===== src/rtl/shift_arbiter.sv =====
// Two-requester round-robin arbiter in front of a single shared WIDTH-bit barrel shifter.
// Define SHIFT_ARBITER_ROTATE_EN to make op 11 a rotate right; otherwise op 11 is a logical right shift.
module shift_arbiter #(
   parameter int WIDTH = 4,
   parameter int SH_W  = 2
) (
   input  logic             clk,
   input  logic             rst,
   input  logic             valid0,
   output logic             ready0,
   input  logic [WIDTH-1:0] din0,
   input  logic [SH_W-1:0]  sh_amt0,
   input  logic [1:0]       op0,
   input  logic             valid1,
   output logic             ready1,
   input  logic [WIDTH-1:0] din1,
   input  logic [SH_W-1:0]  sh_amt1,
   input  logic [1:0]       op1,
   output logic [WIDTH-1:0] dout,
   output logic             done0,
   output logic             done1,
   output logic             busy
);

   typedef enum logic {IDLE, EXEC} state_t;

   state_t           r_state;
   logic             r_last;
   logic             r_id;
   logic [WIDTH-1:0] r_din;
   logic [SH_W-1:0]  r_sh;
   logic [1:0]       r_op;
   logic [WIDTH-1:0] r_dout;
   logic             r_done0;
   logic             r_done1;
   logic             r_busy;

   logic             w_grant0;
   logic             w_grant1;
   logic             w_accept;
   logic [WIDTH-1:0] w_result;

   // r_last names the requester served most recently; the other one wins a tie.
   assign w_grant0 = valid0 && (!valid1 || r_last);
   assign w_grant1 = valid1 && (!valid0 || !r_last);
   assign ready0   = !rst && (r_state == IDLE) && w_grant0;
   assign ready1   = !rst && (r_state == IDLE) && w_grant1;
   assign w_accept = ready0 || ready1;

   assign dout  = r_dout;
   assign done0 = r_done0;
   assign done1 = r_done1;
   assign busy  = r_busy;

`ifdef SHIFT_ARBITER_ROTATE_EN
   logic [2*WIDTH-1:0] w_rot;
   assign w_rot = {r_din, r_din} >> r_sh;
`endif

   always_comb begin
      // NOTE: default assignment first so no path through the case leaves w_result unassigned (no latch).
      w_result = r_din;
      case (r_op)
         2'b00:   w_result = r_din << r_sh;
         2'b01:   w_result = r_din >> r_sh;
         2'b10:   w_result = $signed(r_din) >>> r_sh;
`ifdef SHIFT_ARBITER_ROTATE_EN
         default: w_result = w_rot[WIDTH-1:0];
`else
         default: w_result = r_din >> r_sh;
`endif
      endcase
   end

   // NOTE: captured operands carry no reset; they are only consumed in EXEC, which always follows a capture.
   always_ff @(posedge clk) begin
      if (r_state == IDLE && w_accept) begin
         r_id  <= ready1;
         r_din <= ready1 ? din1    : din0;
         r_sh  <= ready1 ? sh_amt1 : sh_amt0;
         r_op  <= ready1 ? op1     : op0;
      end
   end

   always_ff @(posedge clk) begin
      // NOTE: non-blocking assignments throughout so every register samples pre-edge values.
      if (rst) begin
         r_state <= IDLE;
         r_last  <= 1'b1;
         r_dout  <= '0;
         r_done0 <= 1'b0;
         r_done1 <= 1'b0;
         r_busy  <= 1'b0;
      end else begin
         r_done0 <= 1'b0;
         r_done1 <= 1'b0;
         case (r_state)
            IDLE: begin
               if (w_accept) begin
                  r_last  <= ready1;
                  r_state <= EXEC;
                  r_busy  <= 1'b1;
               end
            end
            EXEC: begin
               r_dout  <= w_result;
               r_done0 <= !r_id;
               r_done1 <= r_id;
               r_state <= IDLE;
               r_busy  <= 1'b0;
            end
            default: r_state <= IDLE;
         endcase
      end
   end

endmodule


===== config.mk =====
export PLATFORM = sky130hd
export DESIGN_NAME = shift_arbiter
export DESIGN_NICKNAME = d
export VERILOG_FILES = /design/src/rtl/shift_arbiter.sv
export SDC_FILE = /design/constraint.sdc
export NUM_CORES = 1
export LEC_CHECK = 0
export ABC_AREA = 1
export CAP_MARGIN = 20
export CORE_MARGIN = 2
export CORE_UTILIZATION = 25
export CTS_CLUSTER_DIAMETER = 120
export CTS_CLUSTER_SIZE = 20
export DETAILED_ROUTE_END_ITERATION = 12
export PLACE_DENSITY_LB_ADDON = 0.2
export SYNTH_ARGS = -nofsm -noshare
export SYNTH_HDL_FRONTEND = slang
export SYNTH_SLANG_ARGS = --single-unit

===== constraint.sdc =====
create_clock -name clk -period 2.3 [get_ports clk]
set_input_delay 0.46 -clock clk [delete_from_list [all_inputs] [get_ports clk]]
set_output_delay 0.46 -clock clk [all_outputs]
set_load 0.1 [all_outputs]

==> impl_metrics.yaml <==
placement:
  hpwl_mm: 1.540
  post-place-ws_ns: 0.2106
  place.gp.congestion: 0.7434
  place_area_um2: 1257
  io_buffers: 28
sta:
  period_share: 0.9035
  fmax_mhz: 481.2
  maxSlewHeadroom: 0.8166
  setup_slack_ns: 0.2219
  finalHoldViolations: 0
  worst_pin_slew_ns: 0.2751
  tns_ns: 0
  slew_viol_final: 0
  fin_crit_ns: 2.078
  grt_setup_unrepaired: "no"
  holdWs_ns: 0.4478
  skew_ns: 0.005654
  finalSetupViolCount: 0
synthesis:
  ys_seq_elements: 18
  synthesis.nets: 138
  avgSynthCellArea_um2: 7.666
  ys_seq_area_frac: 0.4979
  syn-cell-area_um2: 904.6
  yosys_warnings: 0
  synth_cell_type_count: 19
  synth_top_area_frac: 0.2988
  synth_area_leaders: "edfxtp_1 30%, nand2_1 24%, dfxtp_1 20%"
  synthCells: 118
  synth_top_cell_by_area: "edfxtp_1"
grt:
  antenna_found_initial: 0
  grt_max_degree: 11
  grt.total_usage: 0.09733
  grt_overflow: 0
  grt_pass1_wl_mm: 3.208
  first_global_vias: 823
pwr:
  total_leakage_power_nw: 0.6130
  worst_ir_drop_vdd_mv: 0.2326
  p_int_uw: 532.5
  comb_power_share: 0.264
  total_power_uw: 766.8
  swShare: 0.3055
  switchingPower_uw: 234.2
  p_seq_frac: 0.491
  p_per_area_nw_per_um2: 592.7
  clock_power_share: 0.245
cts:
  cts.repair.resized: 0
  clk_latency_ns: 0.28
  clk_pin_slew_ns: 0.10
  clock_sinks: 18
  cts-root-buf: "clkbuf_4"
  cts_setup_buffers: 0
  h-tree-depth: 1
  clockBufferDepth: 2
  cts-buffers-inserted: 3
  hold_buffers: 0
  cts_tree: "yes"
floorplan:
  die_x_um: 64.16
  die_h_um: 64.16
  io_pins: 29
  core_um2: 3416
  dieArea_um2: 4116
  start_util: 0.2648
  rows: 21
finish:
  drive_gt1_frac: 0.1921
  syn_to_final_growth_pct: 43.02
  final_common_cell: "nand2_1"
  antenna_cells: 0
  stdcell_area_um2: 1294
  nets: 172
  final_cell_mix: "57 x nand2_1, 19 x clkdlybuf4s50_1"
setup_path:
  crit_path_max_fanout: 8
  cp.required_ns: 1.84
  startpoint_type: "primary input"
  end_kind: "output port"
  crit_type: "primary input to output port"
  crit_arrival_ns: 1.62
run:
  cap_violations: 0
worst_hold_path:
  hp-class: "flop to flop"
drt:
  ant_nets: 0
  first_pass_iters: 4
  drc_errors: 0
  viasPerCell: 4.142
  wl_per_cell_um: 9.289
  totalWireLength_mm: 1.830
  vias: 816
  drtIter0Drc: 14
status:
  status: "finished, final reports clean"
[per-layer routing]
layer | up-vias | global-route usage | wire (um)
li1 | 440 | - | -
met1 | 358 | 0.1079 | 813
met3 | 2 | 0.02113 | 85
met2 | 16 | 0.1784 | 913
met5 | - | 0 | 0
met4 | 0 | 0.03989 | 17
[synth_stat cells (all sizes together)]
master and count:
a21o 1, bufinv 1, buf 1, dfxtp 9
nand2 60, clkinv 1, nor2 10, edfxtp 9
a21oi 2, nand4 2, o211ai 1, inv 10
o21ai 1, nand3 10
[registers in the layout, summed over array words and instances (netlist names), 2 cells and up]
| signal | flops |
|---|---|
| r_din | 4 |
| dout | 4 |
| r_sh | 2 |
| r_op | 2 |
[cell families after synthesis]
kind of cell	share of synthesized area
flip-flops	0.4979
AO/OA/AOI/OAI	0.03735
buffers and inverters	0.07191
AND/OR/NAND/NOR	0.3928
[power by group through the flow]
stage          Clock [mW]  Sequential (mW)  Combinational [mW]
3_3_place_gp            0            0.385               0.203
4_1_cts             0.196            0.377               0.204
6_report            0.188            0.377               0.202
3_5_place_dp            0            0.384               0.204
2_1_floorplan           0            0.432              0.0832
5_1_grt             0.211            0.379               0.218
[final timing paths]
| kind | start | endpoint | slack (ns) | cells past startpoint |
|---|---|---|---|---|
| worst max register to register | r_state | r_din[0] | 1.02 | 6 |
| worst max-delay path | rst | ready0 | 0.22 | 5 |
| worst min-delay path | r_id | done0 | 0.45 | 1 |
| worst min register to register | r_id | done0 | 0.45 | 1 |
[worst max-delay path: stages]
cell and delay, ns:
clkdlybuf4s50_1 0.46, nor2_4 0.23, nand2_1 0.12, nor2_2 0.15, buf_12 0.19
[cell type report]
cell class,count,area [um2]
inverter,12,60.06
tap,46,57.56
multi-input combinational,87,391.6
timing repair buffer,30,297.8
sequential,18,450.4
fill,372,2122
clock buffer,4,36.28
[through the flow]
step,cells,util
final,197,0.3788
after global routing,197,0.3788
after CTS,197,0.3788
after detailed placement,193,0.3681
after global placement,193,0.3681
after floorplan,118,-
Note: power is estimated with default switching activity, not from simulation.
